`config.mk`:
```
export PLATFORM = sky130hd
export DESIGN_NAME = pc_sequencer
export DESIGN_NICKNAME = d
export VERILOG_FILES = /design/src/rtl/pc_seq_pkg.sv /design/src/rtl/ras_stack.sv /design/src/rtl/pc_sequencer.sv
export SDC_FILE = /design/constraint.sdc
export NUM_CORES = 1
export LEC_CHECK = 0
export BUFFER_PORTS_ARGS = -buffer_cell sky130_fd_sc_hd__buf_2
export CAP_MARGIN = 15
export CORE_UTILIZATION = 50
export DETAILED_ROUTE_END_ITERATION = 12
export PLACE_DENSITY_LB_ADDON = 0.12
export SLEW_MARGIN = 20
export SYNTH_ARGS = -nofsm -noshare
export SYNTH_HDL_FRONTEND = slang
export SYNTH_SLANG_ARGS = --single-unit
```
`constraint.sdc`:
```
create_clock -name clk -period 4.1 [get_ports clk]
set_input_delay 0.41 -clock clk [delete_from_list [all_inputs] [get_ports clk]]
set_output_delay 0.41 -clock clk [all_outputs]
set_load 0.01 [all_outputs]
```
`src/rtl/pc_seq_pkg.sv`:
```
// Shared next-PC source encoding and the fixed-priority source selector
// for the program-counter sequencer.
package pc_seq_pkg;

  localparam logic [2:0] SEL_SEQ = 3'd0;
  localparam logic [2:0] SEL_BR  = 3'd1;
  localparam logic [2:0] SEL_J   = 3'd2;
  localparam logic [2:0] SEL_JAL = 3'd3;
  localparam logic [2:0] SEL_JR  = 3'd4;

  // jr > jal > jump > branch > sequential
  function automatic logic [2:0] pick_source(input logic jr, input logic jal,
                                             input logic jump, input logic branch);
    if (jr)          return SEL_JR;
    else if (jal)    return SEL_JAL;
    else if (jump)   return SEL_J;
    else if (branch) return SEL_BR;
    else             return SEL_SEQ;
  endfunction

endpackage

```
`src/rtl/ras_stack.sv`:
```
// Circular return-address stack: push overwrites the oldest entry when full,
// pop on empty is ignored, hold freezes everything.
module ras_stack
  import pc_seq_pkg::*;
#(
  parameter int DEPTH = 4,
  parameter int WIDTH = 32,
  localparam int PTR_W = $clog2(DEPTH),
  localparam int CNT_W = PTR_W + 1
) (
  input  logic             clk,
  input  logic             reset,
  input  logic             hold,
  input  logic             push,
  input  logic             pop,
  input  logic [WIDTH-1:0] push_data,
  output logic [WIDTH-1:0] top,
  output logic [CNT_W-1:0] count
);

  localparam logic [CNT_W-1:0] FULL = CNT_W'(DEPTH);

  logic [WIDTH-1:0] mem [DEPTH];
  logic [PTR_W-1:0] ptr;
  logic [PTR_W-1:0] ptr_inc;
  logic [PTR_W-1:0] ptr_dec;
  logic [CNT_W-1:0] cnt;

  assign ptr_inc = ptr + PTR_W'(1);
  assign ptr_dec = ptr - PTR_W'(1);

  always_ff @(posedge clk) begin
    if (reset) begin
      ptr <= '0;
      cnt <= '0;
      for (int i = 0; i < DEPTH; i++) mem[i] <= '0;
    end else if (!hold) begin
      if (push) begin
        // Pointer wrap naturally discards the oldest entry once full.
        ptr          <= ptr_inc;
        mem[ptr_inc] <= push_data;
        if (cnt != FULL) cnt <= cnt + CNT_W'(1);
      end else if (pop && cnt != '0) begin
        ptr <= ptr_dec;
        cnt <= cnt - CNT_W'(1);
      end
    end
  end

  assign top   = (cnt == '0) ? '0 : mem[ptr];
  assign count = cnt;

endmodule

```
`src/rtl/pc_sequencer.sv`:
```
// Registered program counter with prioritised next-PC sources, stall, and a
// return-address stack that predicts jr targets and flags mispredictions.
module pc_sequencer
  import pc_seq_pkg::*;
#(
  parameter int                ADDR_W    = 32,
  parameter int                JT_W      = 26,
  parameter int                RAS_DEPTH = 4,
  parameter logic [ADDR_W-1:0] RESET_PC  = '0
) (
  input  logic                       clk,
  input  logic                       reset,
  input  logic                       stall,
  input  logic                       jal,
  input  logic                       jump,
  input  logic                       jr,
  input  logic                       branch,
  input  logic signed [ADDR_W-1:0]   branch_offset,
  input  logic [JT_W-1:0]            jump_target,
  input  logic [ADDR_W-1:0]          jr_target,
  output logic [ADDR_W-1:0]          pc,
  output logic [ADDR_W-1:0]          pc_plus1,
  output logic [ADDR_W-1:0]          ras_top,
  output logic [$clog2(RAS_DEPTH):0] ras_count,
  output logic                       ras_mispredict
);

  logic [ADDR_W-1:0] pc_p1;
  logic              mispredict_p1;
  logic [ADDR_W-1:0] np;
  logic [ADDR_W-1:0] pc_next;
  logic [2:0]        sel;
  logic              miss;

  assign np  = pc_p1 + ADDR_W'(1);
  assign sel = pick_source(jr, jal, jump, branch);

  always_comb begin
    pc_next = np;
    case (sel)
      SEL_JR:         pc_next = jr_target;
      SEL_JAL, SEL_J: pc_next = {np[ADDR_W-1:JT_W], jump_target};
      SEL_BR:         pc_next = np + branch_offset;
      default:        pc_next = np;
    endcase
  end

  // An empty stack has no prediction, so any jr against it counts as a miss.
  assign miss = (ras_count == '0) || (ras_top != jr_target);

  ras_stack #(
    .DEPTH (RAS_DEPTH),
    .WIDTH (ADDR_W)
  ) u_ras (
    .clk       (clk),
    .reset     (reset),
    .hold      (stall),
    .push      (sel == SEL_JAL),
    .pop       (sel == SEL_JR),
    .push_data (np),
    .top       (ras_top),
    .count     (ras_count)
  );

  // Stage p1: architectural PC and mispredict flag
  always_ff @(posedge clk) begin
    if (reset) begin
      pc_p1         <= RESET_PC;
      mispredict_p1 <= 1'b0;
    end else if (!stall) begin
      pc_p1         <= pc_next;
      mispredict_p1 <= (sel == SEL_JR) && miss;
    end
  end

  assign pc             = pc_p1;
  assign pc_plus1       = np;
  assign ras_mispredict = mispredict_p1;

endmodule

```
==> metrics <==
status=completed; drt pass-1 iters=9; FF-to-FF End=pc[31]$_SDFFE_PP0N_; final setup violating endpoints=0; CP max stage delay=0.40 ns; Area Growth Syn to Fin=20.0%; Worst Hold Endpoint=pc[27]$_SDFFE_PP0N_; WL per Instance=22.7 um; CP Depth=15; Max Slew Vio Count=0; Maximum Capacitance Violations=0; Required @ worst endpoint=~4.5 ns; Via Count=between 9000 and 10000; sequential area share after synthesis=43.4%; CTS Buffer Depth=2; worst path bufs/invs=2; worst reg2reg path depth=15; EDFF count, synth=128; clock-pin slew on the worst setup and hold paths=0.08 ns; vias in the first global route=roughly 9000; post-DP HPWL=27300 um; Total Power=4.93 mW; share of layout cells above drive strength 1=26.4%; Tmin final=3.87 ns; Pleak=between 5 and 6 nW; Crit Path Max Fanout=5; htree depth=4; post-synth top area share=35.9%; TritonCTS clock tree=done; Storage cell area=4650 um2; clk sinks=roughly 170; FFs w/ async S/R, synth=0%; Core ar.=21000 um2; die footprint=22000 um2; CTS root buf=clkbuf_16; Initial Util=between 50% and 60%; Fin. Hold Viols=0; worst hold path type=in -> reg; Tcrit/Tclk final=94.5%; Filler Cell Count=about 1800; origin of the critical flop-to-flop path=pc[0]$_SDFFE_PP0N_; Multi-input gate area=5660 um2; Worst path slowest cell=dfxtp_1; Synth Register Bits=168; largest cells by area after synthesis=edfxtp_1 (36%), dfxtp_1 (7.5%), mux4_2 (6.7%), nor2_1 (4.9%), ha_1 (4.4%); Cell Chain, Critical Path=ha_1, nand3_1, buf_4, nor2_1, xnor2_1, inv_1, ha_1, o21a_1, o21a_1, o22ai_1, a211o_1, a2111oi_4, or3_1, and4_1, o32ai_1; post-route ant nets=0; Die Width=between 100 and 150 um; hold path cells=3; GR Overflow Total=0; worst hold slack=0.361 ns; I/O pin cnt=just under 200; hold path start=jr_target[27]; Clock Skews=0.0103 ns; largest net degree at the start of global routing=52; Yosys cell types=71; Via density=6.10; Worst EP arrival=roughly 4.2 ns; fmax=0.258 GHz; synthesized cell area=10700 um2; Placer Congestion=between 0.9 and 1; GRT Total Usage=33.2%; crit start category=flop; FP Rows=53; slew margin rel.=43.6%; first-pass GRT wire length=~53000 um; WL final=36100 um; Crit path max-delay family=compound AO/OA/AOI/OAI gates; PwrDens=around 380 nW/um2; worst slew pin tran=0.846 ns; Syn Nets=1231; worst reg-to-reg setup slack=0.23 ns; Mean Syn Cell Area=9.78 um2; initial antenna violation count=0; Worst IR Drop VDD=0.300 mV; DRC errors left=0; die height=~150 um; Mapped Cells=1094; clk_lat worst skew=0.44 ns; Ant. Diodes=0; Nets=between 1000 and 1500; synth warn=0; Iteration-0 DRC Markers=974; Crit. End Element=flop; Main synth FF type=edfxtp_1; Port Buffers=196; WS Path Type=reg -> reg; largest area contributor in the netlist=edfxtp_1; CTS Buf Count=17
-- state kept, by name, summed over array words and instances, names as in the netlist, named ones only --
signal / count
pc: 32
ras_mispredict: 1
u_ras.count: 3
u_ras.mem: 128
u_ras.ptr: 2
-- worst register-to-register path, stage by stage, from the launching register on --
cell,delay [ns]
dfxtp_1,0.40
ha_1,0.21
nand3_1,0.16
buf_4,0.20
nor2_1,0.11
xnor2_1,0.22
inv_1,0.20
ha_1,0.39
o21a_1,0.13
o21a_1,0.17
o22ai_1,0.39
a211o_1,0.31
a2111oi_4,0.11
or3_1,0.37
and4_1,0.21
o32ai_1,0.23
-- layout by cell type, fill, tap and decap left out, types with 5 or more instances in the layout --
cell       netlist  routed
or3_1            8       8
xnor2_1         46      45
buf_2            6     196
a22oi_1          6       6
ha_1            38      36
nor4_1           6       6
a31oi_1          9       8
inv_1           65      64
and3_1          21      21
nor3_1          25      23
nand3b_1         8       8
o21ai_0         37      34
o22ai_1          9       9
o21a_1           9       9
a221oi_1         5       5
o221ai_1        10      10
mux4_2          32      32
xor2_1          34      34
and2_1          34      34
buf_4            1      50
o31ai_1          6       6
a21o_1          21      21
nand3_1         40      39
a21oi_1         79      78
nor2b_1         12      11
o211ai_1         6       6
nand2_1         75      74
inv_6            0       5
a211oi_1        17      16
nor2_1         139     138
edfxtp_1       128     128
dfxtp_1         40      38
inv_8            0       5
clkbuf_16        0      17
-- cells by family after synthesis --
kind of cell	count (synthesis)	synth area share (%)
buffers and inverters	123	4.42
DFF	168	43.4
adders and majority gates	40	4.82
xor gates and xnor gates	81	6.70
AOI/OAI and AO/OA	249	15.2
muxes	37	7.22
and+or+nand+nor	396	18.2
-- worst max-delay path by stage --
stage,start,to
floorplan,pc[1]$_SDFFE_PP0N_,pc[31]$_SDFFE_PP0N_
global placement,pc[1]$_SDFFE_PP0N_,pc[31]$_SDFFE_PP0N_
detailed placement,pc[1]$_SDFFE_PP0N_,pc[31]$_SDFFE_PP0N_
CTS,pc[1]$_SDFFE_PP0N_,pc[31]$_SDFFE_PP0N_
global route,pc[0]$_SDFFE_PP0N_,pc[29]$_SDFFE_PP0N_
finish,pc[0]$_SDFFE_PP0N_,pc[31]$_SDFFE_PP0N_
-- stage by stage --
| stage | worst slack, ns | setup TNS (ns) | area [um2] | util, % | std cells |
|---|---|---|---|---|---|
| after detailed placement | 0.220 | 0 | 12200 | 57.9 | 1557 |
| after CTS | 0.199 | 0 | 12800 | 60.7 | 1589 |
| after global placement | 0.206 | 0 | 12200 | 57.9 | 1557 |
| final | 0.226 | 0 | 12800 | 61.1 | 1591 |
| after global routing | -0.0292 | -0.0341 | 12800 | 61.1 | 1591 |
| after floorplan | 0.275 | 0 | 10700 | - | 1094 |
-- synthesized netlist by cell type, types with 4 or more instances --
cell type / instances
o22ai_1: 9
inv_1: 65
o21ai_0: 37
o211ai_1: 6
a21oi_1: 79
and2_1: 34
xor2_1: 34
xnor2_1: 46
nor2_1: 139
and4_1: 5
a21o_1: 21
nor2b_1: 12
nand3b_1: 8
a221oi_1: 5
o31ai_1: 6
ha_1: 38
a31oi_1: 9
nand2_1: 75
or2_2: 4
mux2i_1: 4
and3_1: 21
o21bai_1: 4
nor3_1: 25
nand3_1: 40
clkbuf_1: 45
a22oi_1: 6
edfxtp_1: 128
o21a_1: 9
buf_1: 4
a211oi_1: 17
buf_2: 6
nor4_1: 6
dfxtp_1: 40
mux4_2: 32
or3_1: 8
o221ai_1: 10
-- area by class of cell --
| type | count | area share (%) |
|---|---|---|
| multi-input combinational | 803 | 44.1 |
| clock inverter | 15 | 1.20 |
| sequential | 168 | 36.2 |
| timing repair buffer | 246 | 10.6 |
| clock buffer | 17 | 3.31 |
| tap | 275 | 2.68 |
| inverter | 67 | 1.96 |
-- timing repair --
item | 4_1_cts | 5_1_grt
hold buffers | 0 | 0
resized for setup | 0 | 16
setup endpoints to repair | 0 | 4
buffers inserted | 0 | 2
-- power by group --
| part | total, mW | internal [mW] | switching (mW) |
|---|---|---|---|
| registers | 1.99 | 1.91 | 0.0804 |
| clock network | 1.58 | 0.815 | 0.770 |
| logic | 1.35 | 0.534 | 0.813 |
-- per-layer routing --
metal | vias to the layer above | wire (um) | track usage (%)
met4 | 0 | 861 | 10.6
met1 | 4688 | 15300 | 47.4
met5 | - | 0 | 0
li1 | 4427 | - | -
met3 | 68 | 3810 | 6.53
met2 | 528 | 16100 | 50.8
Note: power is estimated with default switching activity, not from simulation.
